### src/rtl/mac_array.sv
// mac_array: multi-lane signed multiply-accumulate engine.
// Three-stage pipeline: lane products, registered adder tree,
// saturating accumulate with per-vector result, sat flag and
// beat count.
// Ports:
//   clk        rising-edge clock
//   rst        synchronous active-low reset
//   clear      synchronous flush, active-high
//   in_valid   beat present
//   in_last    final beat of vector (qualified by in_valid)
//   in_a,in_b  LANES packed signed operands, lane i at [i*DATA_W +: DATA_W]
//   out_valid  one-cycle pulse per completed vector
//   out_acc    signed saturated vector result
//   out_sat    some accumulate step of the vector clamped
//   out_count  beats in the vector, saturating
module mac_array #(
   parameter int DATA_W = 16,
   parameter int LANES  = 4,
   parameter int ACC_W  = 40,
   parameter int CNT_W  = 16
) (
   input  logic                       clk,
   input  logic                       rst,
   input  logic                       clear,
   input  logic                       in_valid,
   input  logic                       in_last,
   input  logic [LANES*DATA_W-1:0]    in_a,
   input  logic [LANES*DATA_W-1:0]    in_b,
   output logic                       out_valid,
   output logic signed [ACC_W-1:0]    out_acc,
   output logic                       out_sat,
   output logic [CNT_W-1:0]           out_count
);

   localparam int PW    = 2 * DATA_W;
   localparam int SUM_W = PW + $clog2(LANES);

   localparam logic signed [ACC_W-1:0] ACC_MAX =
      {1'b0, {(ACC_W-1){1'b1}}};
   localparam logic signed [ACC_W-1:0] ACC_MIN =
      {1'b1, {(ACC_W-1){1'b0}}};

   // S1
   logic signed [PW-1:0]    prod [LANES];
   logic signed [PW-1:0]    p1   [LANES];
   logic                    v1;
   logic                    l1;

   // S2
   logic signed [SUM_W-1:0] sum_c;
   logic signed [SUM_W-1:0] s2;
   logic                    v2;
   logic                    l2;

   // S3
   logic signed [ACC_W-1:0] acc;
   logic                    sat;
   logic [CNT_W-1:0]        cnt;
   logic                    first;

   logic signed [ACC_W-1:0] base;
   logic signed [ACC_W:0]   nxt;
   logic                    ovf;
   logic signed [ACC_W-1:0] acc_c;
   logic                    sat_c;
   logic [CNT_W-1:0]        cnt_c;

   always_comb begin
      for (int i = 0; i < LANES; i++) begin
         prod[i] = PW'($signed(in_a[i*DATA_W +: DATA_W]))
                 * PW'($signed(in_b[i*DATA_W +: DATA_W]));
      end
   end

   always_comb begin
      sum_c = '0;
      for (int i = 0; i < LANES; i++) begin
         sum_c = sum_c + SUM_W'(p1[i]);
      end
   end

   // One guard bit: base and sum both fit ACC_W bits, so the
   // ACC_W+1 bit sum never wraps and the top two bits expose
   // overflow and its direction.
   always_comb begin
      base  = first ? '0 : acc;
      nxt   = (ACC_W+1)'(base) + (ACC_W+1)'(s2);
      ovf   = nxt[ACC_W] ^ nxt[ACC_W-1];
      if (!ovf)
         acc_c = nxt[ACC_W-1:0];
      else if (nxt[ACC_W])
         acc_c = ACC_MIN;
      else
         acc_c = ACC_MAX;
      sat_c = (!first && sat) || ovf;
      if (first)
         cnt_c = CNT_W'(1);
      else if (&cnt)
         cnt_c = cnt;
      else
         cnt_c = cnt + 1'b1;
   end

   always_ff @(posedge clk) begin
      if (!rst) begin
         for (int i = 0; i < LANES; i++) p1[i] <= '0;
         v1        <= 1'b0;
         l1        <= 1'b0;
         s2        <= '0;
         v2        <= 1'b0;
         l2        <= 1'b0;
         acc       <= '0;
         sat       <= 1'b0;
         cnt       <= '0;
         first     <= 1'b1;
         out_valid <= 1'b0;
         out_acc   <= '0;
         out_sat   <= 1'b0;
         out_count <= '0;
      end else if (clear) begin
         // output data registers deliberately hold
         v1        <= 1'b0;
         l1        <= 1'b0;
         v2        <= 1'b0;
         l2        <= 1'b0;
         acc       <= '0;
         sat       <= 1'b0;
         cnt       <= '0;
         first     <= 1'b1;
         out_valid <= 1'b0;
      end else begin
         v1 <= in_valid;
         l1 <= in_valid && in_last;
         if (in_valid) begin
            for (int i = 0; i < LANES; i++) p1[i] <= prod[i];
         end
         v2 <= v1;
         l2 <= v1 && l1;
         if (v1) s2 <= sum_c;
         out_valid <= v2 && l2;
         if (v2) begin
            acc   <= acc_c;
            sat   <= sat_c;
            cnt   <= cnt_c;
            first <= l2;
            if (l2) begin
               out_acc   <= acc_c;
               out_sat   <= sat_c;
               out_count <= cnt_c;
            end
         end
      end
   end

endmodule

### config.mk
export PLATFORM = sky130hd
export DESIGN_NAME = mac_array
export DESIGN_NICKNAME = d
export VERILOG_FILES = /design/src/rtl/mac_array.sv
export SDC_FILE = /design/constraint.sdc
export NUM_CORES = 2
export LEC_CHECK = 0
export ABC_AREA = 1
export CORE_UTILIZATION = 60
export DETAILED_ROUTE_END_ITERATION = 10
export PLACE_DENSITY = 0.78
export SYNTH_ARGS = -nofsm -noshare
export SYNTH_HDL_FRONTEND = slang
export SYNTH_SLANG_ARGS = --single-unit
### constraint.sdc
create_clock -name clk -period 14.9 [get_ports clk]
set_input_delay 2.98 -clock clk [delete_from_list [all_inputs] [get_ports clk]]
set_output_delay 2.98 -clock clk [all_outputs]
set_load 0.02 [all_outputs]
# Word-level counts from Yosys, hierarchy flattened
# Memories as Yosys holds them, arrays and structs flattened.
# Cells that the tools add are included.
# Widths: inputs -> output; s select.
[op_classes]
addsub = 5
mul = 4
div_mod_pow = 0
order_cmp = 0
n_eq_ne = 0
n_shift = 0
n_mux = 14
n_bitwise = 7
n_reduce_logical = 10
[ops]
columns = ["operator", "count"]
rows = [
  ["$mul 16x16->32", 4],
  ["$mux 32", 4],
  ["$mux 40", 3],
  ["$add 40x34->41", 1],
  ["$add 33x32->34", 1],
  ["$add 34x32->34", 1],
  ["$add 32x32->33", 1],
  ["$mux 16", 2],
  ["$add 16x1->16 const B", 1],
  ["$reduce_and 16->1", 1],
  ["$mux 1", 5],
  ["$logic_and 1x1->1", 4],
  ["$or 1x1->1", 4],
  ["$reduce_and 3->1", 1],
  ["$not 1->1", 2],
  ["$reduce_and 2->1", 1],
  ["$reduce_or 2->1", 1],
  ["$logic_not 1->1", 1],
  ["$logic_or 1x1->1", 1],
  ["$xor 1x1->1", 1],
]
[word_totals]
reg_bits = 154
latch_bits = 0
ram_bits = 128
mem_bits_ro = 0
inputBits = 133
output_inout_bits = 58
wordCells = 54
n_memories = 1
[mem_list]
columns = ["memory", "depth", "width", "rd", "rd_clocked_by_memory_dff", "write_ports", "line_no", "source"]
rows = [
  ["p1", 4, 32, 4, 0, 4, "45", "logic signed [PW-1:0] p1 [LANES];"],
]

# Depth between registers and ports, before layout
[logic_depth]
depth_word = 5
ltp_mapped = 28
mapped_depth_nobuf = 26

# Worst setup path before layout
# Ideal clock, no wire load.
[synth_timing]
kind = "input to register"
start = "input port in_valid"
end = "memory p1[0][0] (netlist bit) (enable)"
setup_ps = 792
arrival_ps = 11957
required_ps = 14108
setup_slack_ps = 2151
path_stages = 2
n_path_buf = 0
path_cell_list = "inv_1 > o21ai_0"
[synth_rtl]
columns = ["element", "line_no", "source"]
rows = [
  ["start: declaration", "25", "input logic in_valid,"],
  ["end: declaration", "45", ""],
]

==> key figures <==
Status
  – Outcome: complete, no violations

Hold path
  – HP Start: l1
  – Worst Hold Path Cells: 2
  – Hold Path Class: reg2reg
  – Hold Crit Endpoint: l2

Finish
  – Area of the multi-input gates: 0.0422 mm^2
  – Total Nets Final: 9015
  – Commonest non-fill, non-tap cells in the layout: 2034 x inv_1, 1574 x nand2_1, 1114 x fa_1
  – Synth-to-layout area growth: 5.94%
  – Diode count: 0
  – Fill cell count: 8160
  – Register area: 0.00693 mm^2
  – Final std cell area, no fill: 0.0615 mm^2
  – Share of cells above drive strength 1: 0.0219
  – Commonest non-fill, non-tap cell in the layout: inv_1

Die
  – Die area: 0.0980 mm^2
  – Num rows: 113
  – Initial Util: 0.608
  – Total core area: 0.0954 mm^2
  – IO Count: 191
  – Chip width: 313 um
  – Die Ht: 313 um

Global route
  – Antenna violations before repair: 1
  – GRT overflow: 0
  – First-pass GRT wire length: 246 mm
  – Total track usage: 0.313
  – Vias in the first global route: 48800
  – Pin count of the biggest net entering global routing: 98

Yosys
  – YS warnings: 0
  – Register area share after synthesis: 0.119
  – Post-synth EDFFs: 128
  – Asr flop ratio synth: 0
  – Mapped Avg Cell Area: 7.81 um^2
  – Yosys cell types: 53
  – Post-Synthesis Cell Area: 0.0581 mm^2
  – Flops & latches, synth: 282
  – Syn nets: 9084
  – Post-Syn Instances: 7435
  – Primary FF master, synth: dfxtp_1

Critical path
  – Reg2reg start: first
  – Worst path top cell family by delay: adder cells
  – Worst R2R End: out_acc[0]
  – CP Launch Point: in_a[15]
  – Worst Setup End Kind: flip-flop
  – Setup Crit Path Kind: in2reg
  – Critical Path RT: 15.27 ns
  – Critical Path Slowest Stage Cell: clkdlybuf4s50_1
  – Crit-path max FO: 16
  – Top cell by count, worst path: fa_1
  – Setup slack, reg-to-reg: 10.93 ns
  – Critical-path cell list: clkdlybuf4s50_1, nand2_1, inv_1, fa_1, fa_1, fa_1, fa_1, fa_1, inv_1, fa_1, inv_1, ha_1, a21oi_1, o21ai_0, a211oi_1, o21ai_0, a21oi_1, o21ai_0, a21oi_1
  – Cells on worst reg2reg path: 16
  – CP peak stage delay: 0.94 ns
  – Worst path arrival time: 9.65 ns
  – CP Launch Type: input port
  – Bufs and invs on worst path: 4

Detailed routing
  – Total wire length: 147 mm
  – DRT Pass-1 Iters: 6
  – Antenna Nets Post-Route: 0
  – WL/cell: 17.0 um
  – DR vias: 46700
  – DRT iter0 DRCs: 3748
  – # DRC: 0
  – DR vias/cell: 5.40

CTS
  – CTS Buf Count: 34
  – Clk buf depth: 3
  – Clock transition at the registers of the reported paths: 0.06 ns
  – Clk sinks: 282
  – Root Buffer: clkbuf_16
  – H-tree levels: 2
  – Post-CTS sizing: 0
  – Post-CTS Setup Inserts: 0
  – Hold Buf Count CTS: 0
  – CTS tree: done
  – Clock Latency Late Sink: 0.55 ns

STA
  – Period utilization: 0.623
  – Max-slew headroom: 0.269
  – Minimum period implied by the final worst setup slack: 9.28 ns
  – Max Freq: 0.108 GHz
  – Final setup viols: 0
  – Fin. max-slew vios: 0
  – Setup slack after layout: 5.62 ns
  – Final hold violations: 0
  – Sum Neg Setup Slack: 0 ns
  – Actual slew at the worst max-slew pin: 1.10 ns
  – RSZ-0062 raised after global routing: false
  – Worst clock skew: 0.0375 ns

Placed design
  – Detailed Place HPWL: 122 mm
  – # port buffers: 190
  – Worst slack at placement: 5.11 ns
  – Placer Congestion: 0.970
  – Area after DPL: 0.0604 mm^2

Flow run
  – Max Cap Viol: 0
==> kinds of logic after synthesis <==
family | Yosys count | share of synthesized area
AOI/OAI and AO/OA | 786 | 0.0741
xor gates and xnor gates | 94 | 0.0142
adders and majority gates | 1516 | 0.471
buffers and inverters | 2349 | 0.155
DFF | 282 | 0.119
and+or+nand+nor | 2408 | 0.167
==> worst reg2reg max path, stage by stage, from the launching register on <==
cell and delay, ns:
dfxtp_1 0.30, buf_4 0.28, nor2_1 0.18, ha_1 0.24, inv_1 0.08, fa_1 0.43, inv_1 0.16, nand3_1 0.09
nand3_1 0.24, nand2_1 0.09, nand2_1 0.27, nand3_1 0.19, nand4_2 0.17, nand3_4 0.59, nand3_1 0.48, nand2_1 0.08
inv_1 0.05
==> metal layers <==
metal,wire length (um),global-route usage,vias up
met1,58900,0.411,23000
met4,5620,0.112,0
met2,73800,0.544,1771
met3,9120,0.0269,348
li1,-,-,21600
met5,0,0,-
==> layout make-up <==
type / instances / share of cell area
sequential: 282 / 0.113
multi-input combinational: 4804 / 0.686
tap: 1265 / 0.0257
clock buffer: 41 / 0.0147
inverter: 2038 / 0.124
timing repair buffer: 206 / 0.0329
clock inverter: 16 / 0.00378
==> cells in the mapped netlist, types with 18 or more instances <==
master	count	area [um^2]
a21o_1	31	233
a21oi_1	381	1910
clkbuf_1	277	1040
dfxtp_1	154	3080
edfxtp_1	128	3840
fa_1	1114	22300
ha_1	402	5030
inv_1	2034	7630
nand2_1	1574	5910
nand2_2	42	263
nand3_1	185	926
nand4_1	44	275
nor2_1	489	1840
nor3_1	18	90.1
o21a_1	20	150
o21ai_0	259	1300
o21bai_1	37	278
or2_2	21	131
xnor2_1	43	377
xor2_1	51	447
==> metrics by stage <==
| stage | utilization | hold WS, ns | cells |
|---|---|---|---|
| 2_1_floorplan | - | 0.401 | 7435 |
| 3_3_place_gp | 0.633 | 0.438 | 8595 |
| 3_5_place_dp | 0.633 | 0.432 | 8595 |
| 4_1_cts | 0.645 | 0.442 | 8652 |
| 5_1_grt | 0.645 | 0.470 | 8652 |
| 6_report | 0.645 | 0.443 | 8652 |
==> worst max path at each step <==
stage,slack [ns],cells past startpoint,endpoint
final,5.62,19,p1[0][29]
after global routing,5.20,19,p1[0][29]
after CTS,5.65,19,p1[0][29]
after detailed placement,5.11,19,p1[0][29]
after global placement,5.23,19,p1[0][29]
after floorplan,2.15,2,p1[0][0]
==> state kept, by name (all words and copies together) (netlist names), 16 cells and up <==
register   cells
s2            34
out_count     16
acc           40
out_acc       40
cnt           16
p1           128
Power is left out: the tool's default activity adds up to more than one toggle a clock period on the data nets, which glitch-free logic cannot reach.
